[src/rtl/noc_out_port_arbiter.sv]
// Packet-granular round-robin switch allocator for one router output port.
// Defining NOC_ARB_WATCHDOG_EN adds a stall watchdog that aborts a stuck grant and pulses err_o.
module noc_out_port_arbiter #(
  parameter int NUM_IN   = 5,
  parameter int FLIT_W   = 16,
  parameter int WD_LIMIT = 15
) (
  input  logic                     clk,
  input  logic                     reset,
  input  logic [NUM_IN-1:0]        req_i,
  input  logic [NUM_IN*FLIT_W-1:0] in_data_i,
  input  logic [NUM_IN-1:0]        in_valid_i,
  input  logic                     out_ready_i,
  output logic [NUM_IN-1:0]        buf_read_o,
  output logic [NUM_IN-1:0]        grant_o,
  output logic [FLIT_W-1:0]        out_data_o,
  output logic                     out_valid_o,
  output logic                     err_o
);
  localparam int PTR_W = (NUM_IN > 1) ? $clog2(NUM_IN) : 1;

  typedef enum logic [1:0] {IDLE, READ, WAIT} state_t;

  state_t            state_q, state_d;
  logic [PTR_W-1:0]  rr_ptr_q, rr_ptr_d;
  logic [PTR_W-1:0]  gidx_q, gidx_d;
  logic [PTR_W-1:0]  win_idx;
  logic              win_found;
  logic [NUM_IN-1:0] grant_q, grant_d;
  logic [NUM_IN-1:0] rd_q, rd_d;
  logic [FLIT_W-1:0] data_q, data_d;
  logic [FLIT_W-1:0] sel_flit;
  logic              vld_q, vld_d;

  if (NUM_IN < 2 || FLIT_W < 2 || WD_LIMIT < 1) begin : g_param_check
    $error("noc_out_port_arbiter: invalid parameter values");
  end

  // Modulo-NUM_IN increment; NUM_IN need not be a power of two.
  function automatic logic [PTR_W-1:0] next_idx(input logic [PTR_W-1:0] idx);
    if (idx == PTR_W'(NUM_IN - 1)) return '0;
    return idx + PTR_W'(1);
  endfunction

  always_comb begin
    logic [PTR_W-1:0] cand;
    win_found = 1'b0;
    win_idx   = rr_ptr_q;
    cand      = rr_ptr_q;
    for (int k = 0; k < NUM_IN; k++) begin
      if (!win_found && req_i[cand]) begin
        win_found = 1'b1;
        win_idx   = cand;
      end
      cand = next_idx(cand);
    end
  end

  assign sel_flit = in_data_i[gidx_q*FLIT_W +: FLIT_W];

`ifdef NOC_ARB_WATCHDOG_EN
  localparam int WD_W = $clog2(WD_LIMIT + 1);
  logic [WD_W-1:0] wd_q, wd_d;
  logic            err_q, err_d;
`endif

  always_comb begin
    state_d  = state_q;
    rr_ptr_d = rr_ptr_q;
    gidx_d   = gidx_q;
    grant_d  = grant_q;
    rd_d     = '0;
    data_d   = data_q;
    vld_d    = 1'b0;
    unique case (state_q)
      IDLE: begin
        if (win_found) begin
          gidx_d  = win_idx;
          grant_d = NUM_IN'(1) << win_idx;
          state_d = READ;
        end
      end
      READ: begin
        if (req_i[gidx_q] && out_ready_i) begin
          rd_d    = grant_q;
          state_d = WAIT;
        end
      end
      WAIT: begin
        if (in_valid_i[gidx_q]) begin
          data_d = sel_flit;
          vld_d  = 1'b1;
          // Tail flit closes the packet and hands priority to the next buffer.
          if (sel_flit[FLIT_W-2]) begin
            state_d  = IDLE;
            grant_d  = '0;
            rr_ptr_d = next_idx(gidx_q);
          end else begin
            state_d = READ;
          end
        end
      end
      default: state_d = IDLE;
    endcase
`ifdef NOC_ARB_WATCHDOG_EN
    wd_d  = '0;
    err_d = 1'b0;
    if ((state_q == READ || state_q == WAIT) && !vld_d) begin
      if (wd_q == WD_W'(WD_LIMIT - 1)) begin
        err_d    = 1'b1;
        state_d  = IDLE;
        grant_d  = '0;
        rd_d     = '0;
        rr_ptr_d = next_idx(gidx_q);
      end else begin
        wd_d = wd_q + WD_W'(1);
      end
    end
`endif
  end

  always_ff @(posedge clk) begin
    if (reset) begin
      state_q  <= IDLE;
      rr_ptr_q <= '0;
      gidx_q   <= '0;
      grant_q  <= '0;
      rd_q     <= '0;
      data_q   <= '0;
      vld_q    <= 1'b0;
`ifdef NOC_ARB_WATCHDOG_EN
      wd_q     <= '0;
      err_q    <= 1'b0;
`endif
    end else begin
      state_q  <= state_d;
      rr_ptr_q <= rr_ptr_d;
      gidx_q   <= gidx_d;
      grant_q  <= grant_d;
      rd_q     <= rd_d;
      data_q   <= data_d;
      vld_q    <= vld_d;
`ifdef NOC_ARB_WATCHDOG_EN
      wd_q     <= wd_d;
      err_q    <= err_d;
`endif
    end
  end

  assign buf_read_o  = rd_q;
  assign grant_o     = grant_q;
  assign out_data_o  = data_q;
  assign out_valid_o = vld_q;
`ifdef NOC_ARB_WATCHDOG_EN
  assign err_o = err_q;
`else
  assign err_o = 1'b0;
`endif

endmodule

[config.mk]
export PLATFORM = sky130hd
export DESIGN_NAME = noc_out_port_arbiter
export DESIGN_NICKNAME = d
export VERILOG_FILES = /design/src/rtl/noc_out_port_arbiter.sv
export SDC_FILE = /design/constraint.sdc
export NUM_CORES = 1
export LEC_CHECK = 0
export CORE_MARGIN = 2
export CORE_UTILIZATION = 41
export CTS_BUF_LIST = sky130_fd_sc_hd__clkbuf_8
export CTS_CLUSTER_SIZE = 10
export DETAILED_ROUTE_END_ITERATION = 8
export MAX_ROUTING_LAYER = met4
export PLACE_DENSITY = 0.77
export SLEW_MARGIN = 10
export SYNTH_ARGS = -nofsm -noshare
export SYNTH_HDL_FRONTEND = slang
export SYNTH_SLANG_ARGS = --single-unit
[constraint.sdc]
create_clock -name clk -period 5.7 [get_ports clk]
set_input_delay 1.71 -clock clk [delete_from_list [all_inputs] [get_ports clk]]
set_output_delay 1.71 -clock clk [all_outputs]
set_load 0.005 [all_outputs]
# Word-level counts from Yosys, hierarchy flattened
# Index checks and enable logic that the tools add are counted.
# totals
latchBits	0
memories	0
ramBits	0
ff_bits	35
output_inout_bits	28
romBits	0
# classes
div	0
n_eq_ne	11
order_cmp	6
n_shift	2
add_sub_neg	5
muxes	51
bitwise_logic	3
mul	0
reduce_logical	18
# op_table
operator	n
$shiftx 80x8->16	1
$mux 3	14
$lt 3x4->1 const B	6
$mux 1	22
$bmux 1 s3	7
$add 3x1->3 const B	5
$eq 3x3->1 const B	5
$mux 5	3
$pmux 5 s2	1
$ne 2x2->1 const B	4
$mux 2	3
$pmux 2 s3	1
$reduce_and 3->1	2
$logic_and 1x1->1	5
$shl 1x3->5 const A	1
$logic_not 1->1	4
$reduce_and 2->1	2
$reduce_and 4->1	1
$not 1->1	3
$reduce_or 3->1	1
$eq 2x1->1 const B	1
$eq 2x2->1 const B	1
$logic_not 2->1	1
$reduce_bool 2->1	1
$reduce_or 2->1	1

# Depth between registers and ports, before layout
# depth
depth_word	19
ltp_mapped	18
ltp_nobuf	15

# Worst setup path after synthesis
# No wires, ideal clock.
# synth_timing
path_kind	flip-flop to flip-flop
startpoint	register rr_ptr_q[0]
endpoint	register grant_q[4] (netlist: grant_o[4])
arrival_ns	4.329
period_less_slack_ns	4.389
slack_ns	1.311
stages_incl_launch_ff	18
required_ns	5.640
cell_sequence	dfxtp_1 -> clkbuf_8 -> inv_1 -> ha_1 -> a21o_2 -> clkbuf_1 -> ha_1 -> o21ai_0 -> a22oi_2 -> ha_1 -> clkdlybuf4s50_2 -> mux2i_1 -> mux2i_1 -> a21o_4 -> or2_4 -> or4_4 -> a31oi_4 -> a22o_1
# synth_between
elab_chain_cells	19
elab_cells_between_ends	48
classes_between	add/sub (4); eq/ne (5); shift (1); mux (29); reduce/logical (9)
# synth_rtl
element	line_no	rtl
start, declared	25	logic [PTR_W-1:0] rr_ptr_q, rr_ptr_d;
start signal, assigned	137	rr_ptr_q <= rr_ptr_d;
parallel branches: the longest is 19 deep, another holds $add 3x1->3	--	
end signal, assigned	139	grant_q <= grant_d;
end, declared	29	logic [NUM_IN-1:0] grant_q, grant_d;
# Several ways; the timed one is not identified. The select of a mux whose other input is x is not followed.
# A chain may end at the register's enable or synchronous reset.

# Final worst setup path
# Same ends and word-level chain as after synthesis.

==> impl_metrics.tcl <==
set metrics [dict create \
    outcome "complete, no violations" \
    grt_use_met2_pct 38.4 \
    cts_buffers 5 \
    timing.final.crit_share_pct 80.9 \
    worst_setup_path_end_kind "flop" \
    ys.flop_type "dfxtp_1" \
    p_per_area_nw_per_um2 172 \
    io_pins 121 \
    via_per_inst 5.77 \
    die_area_um2 7850 \
    grt_pass1_vias 2809 \
    nNetsFinal 510 \
    ys_ff_latch 35 \
    grt_first_pass_wirelength_um 13600 \
    rows 30 \
    grt_use_met1_pct 29.3 \
    fin_worst_skew_ns 0.00396 \
    drc 0 \
    area_growth_pct 46.2 \
    core_um2 6870 \
    dp.final_hpwl_um 6960 \
    vias 2916 \
    cts_resized 0 \
    cts.sinks 35 \
    totalWireLength_um 8720 \
    cpPeakStageDelay_ns 0.63 \
    postSynthAreaPerCell_um2 9.88 \
    drtIter0Drc 161 \
    max-clock-path-buffers 2 \
    grt_max_degree 23 \
    worst_slew_pin_slew_ns 1.05 \
    mappedNetlistArea_um2 2940 \
    setup_viol 0 \
    ant_nets 0 \
    die_x_um 88.6 \
    synthTopCellsByCount "dfxtp_1, mux4_2, nor2_1" \
    tritoncts "built" \
    cts_hold_buf 0 \
    critical_path_arrival_ns 4.84 \
    grtUsageTotal_pct 22.9 \
    overflow 0 \
    grt_busiest_layer "met2" \
    crit_required_ns 5.93 \
    worst-setup-path-type "reg -> reg" \
    p_leak_nw 1.70 \
    yosysTopAreaCellShare_pct 23.9 \
    start_util_pct 42.7 \
    antenna_found_initial 0 \
    synth-edff-count 0 \
    place.gp.congestion 0.932 \
    maxSlewViolCount 0 \
    cts_setup_buffers 0 \
    die_h_um 88.6 \
    drive_gt1_share_pct 16.1 \
    drv_cap 0 \
    htreeDepth 2 \
    path_clk_slew_ns 0.07 \
    final_cells 505 \
    synth_area_leader_cell "dfxtp_1" \
    root_buffer "clkbuf_8" \
    crit_chain "inv_1, ha_1, inv_1, ha_1, o21ai_0, a22oi_2, ha_1, inv_1, o31ai_1, mux2i_1, a21o_4, or2_4, or4_4, a31oi_4, a22o_1" \
    hp-class "reg -> reg" \
    tns_ns 0 \
    yosys.cell_types.count 74 \
    irDropWorstVdd_mv 0.119 \
    drtPass1Iterations 4 \
    grtUsageMet3_pct 4.01 \
    yosysMostFrequentCell "dfxtp_1" \
    cp_max_fo 14 \
    post_synth_main_area_contributors "dfxtp_1, mux4_2, a221o_1" \
    syn-num-nets 399 \
    cp_slowest_cell "dfxtp_1" \
    fmax_ghz 0.217 \
    slew_headroom_pct 30.0 \
    synth_cells 297 \
    async_reset_ff_share_pct 0 \
    wl_per_cell_um 17.3 \
    portBuffers 119 \
    synth_seq_area_share_pct 23.9 \
    fin_crit_ns 4.61 \
    num_antenna_cells 0 \
    hold_violations 0 \
    dp_cells 497 \
    clk_latency_ns 0.29 \
    startpoint_type "flop" \
    ys_warn_count 0 \
    rsz0062_at_grt "false" \
]
flip-flops by register name, summed over array words and instances, names as in the netlist:
register	cells
grant_o	5
state_q	2
out_data_o	16
out_valid_o	1
buf_read_o	5
gidx_q	3
rr_ptr_q	3
power by group:
part / total, mW / switching [mW] / internal [mW]
clock network: 0.234 / 0.0924 / 0.142
logic: 0.233 / 0.0959 / 0.137
registers: 0.270 / 0.0154 / 0.254
path summary, 6_finish.rpt:
| path | slack, ns | cells past startpoint | end | from |
|---|---|---|---|---|
| min | 0.49 | 1 | buf_read_o[2] | grant_o[2] |
| max | 1.09 | 15 | grant_o[4] | rr_ptr_q[0] |
| max reg2reg | 1.09 | 15 | grant_o[4] | rr_ptr_q[0] |
| min reg2reg | 0.49 | 1 | buf_read_o[2] | grant_o[2] |
through the flow:
stage               area, µm²  power [mW]  hold slack [ns]  setup slack [ns]  util [%]
floorplan                2940       0.398            0.478              1.31         -
global placement         4170       0.503            0.473              1.09      60.7
detailed placement       4170       0.507            0.481              1.02      60.7
CTS                      4290       0.739            0.497              1.11      62.5
global route             4290       0.774            0.515             0.716      62.5
finish                   4290       0.736            0.492              1.09      62.5
cells in the final DEF, fill, tap and decap left out, drive strengths merged, types with 3 or more instances in the layout:
| cell | count |
|---|---|
| or4 | 3 |
| nor2b | 4 |
| buf | 4 |
| a31oi | 4 |
| a21oi | 14 |
| o22ai | 4 |
| dfxtp | 35 |
| nand3 | 12 |
| clkdlybuf4s50 | 119 |
| a21o | 5 |
| and2 | 8 |
| a22oi | 4 |
| mux2i | 11 |
| a211o | 3 |
| inv | 17 |
| nand2 | 8 |
| mux4 | 19 |
| a211oi | 7 |
| ha | 9 |
| and3 | 4 |
| nor2 | 18 |
| a221o | 15 |
| or2b | 3 |
| o21ai | 10 |
| o211a | 14 |
| nor3 | 8 |
| nand2b | 3 |
| clkbuf | 6 |
| a22o | 4 |
final cells by class:
class / count / area [µm²]
well taps: 96 / 120
fillers: 573 / 2580
inverters: 17 / 63.8
clock buffers: 6 / 82.6
multi-input cells: 226 / 2070
clock inverters: 2 / 35.0
repair buffers: 123 / 1220
flip-flops and latches: 35 / 701
cells by family after synthesis:
family          share of synthesized area [%]
compound gates                           30.1
fa+ha+maj                                3.84
buf+inv                                  6.05
flops                                    23.9
mux                                      19.1
other cells                             0.128
simple gates                             16.9
worst max-delay path, delay by kind of cell, from the launching register on:
family | cells | cell delay [ns]
AO/OA/AOI/OAI | 6 | 1.72
adder cells (fa/ha/maj) | 3 | 0.90
buffers and inverters | 3 | 0.38
flip-flops | 1 | 0.63
multiplexers | 1 | 0.22
AND/OR/NAND/NOR | 2 | 0.70
layer usage:
metal | vias up | part of all wire [%]
met5 | - | 0
met4 | 0 | 1.2
met3 | 12 | 5.9
met2 | 104 | 52
met1 | 1397 | 41
li1 | 1403 | -
No activity file was read; power rests on OpenSTA's default activity.
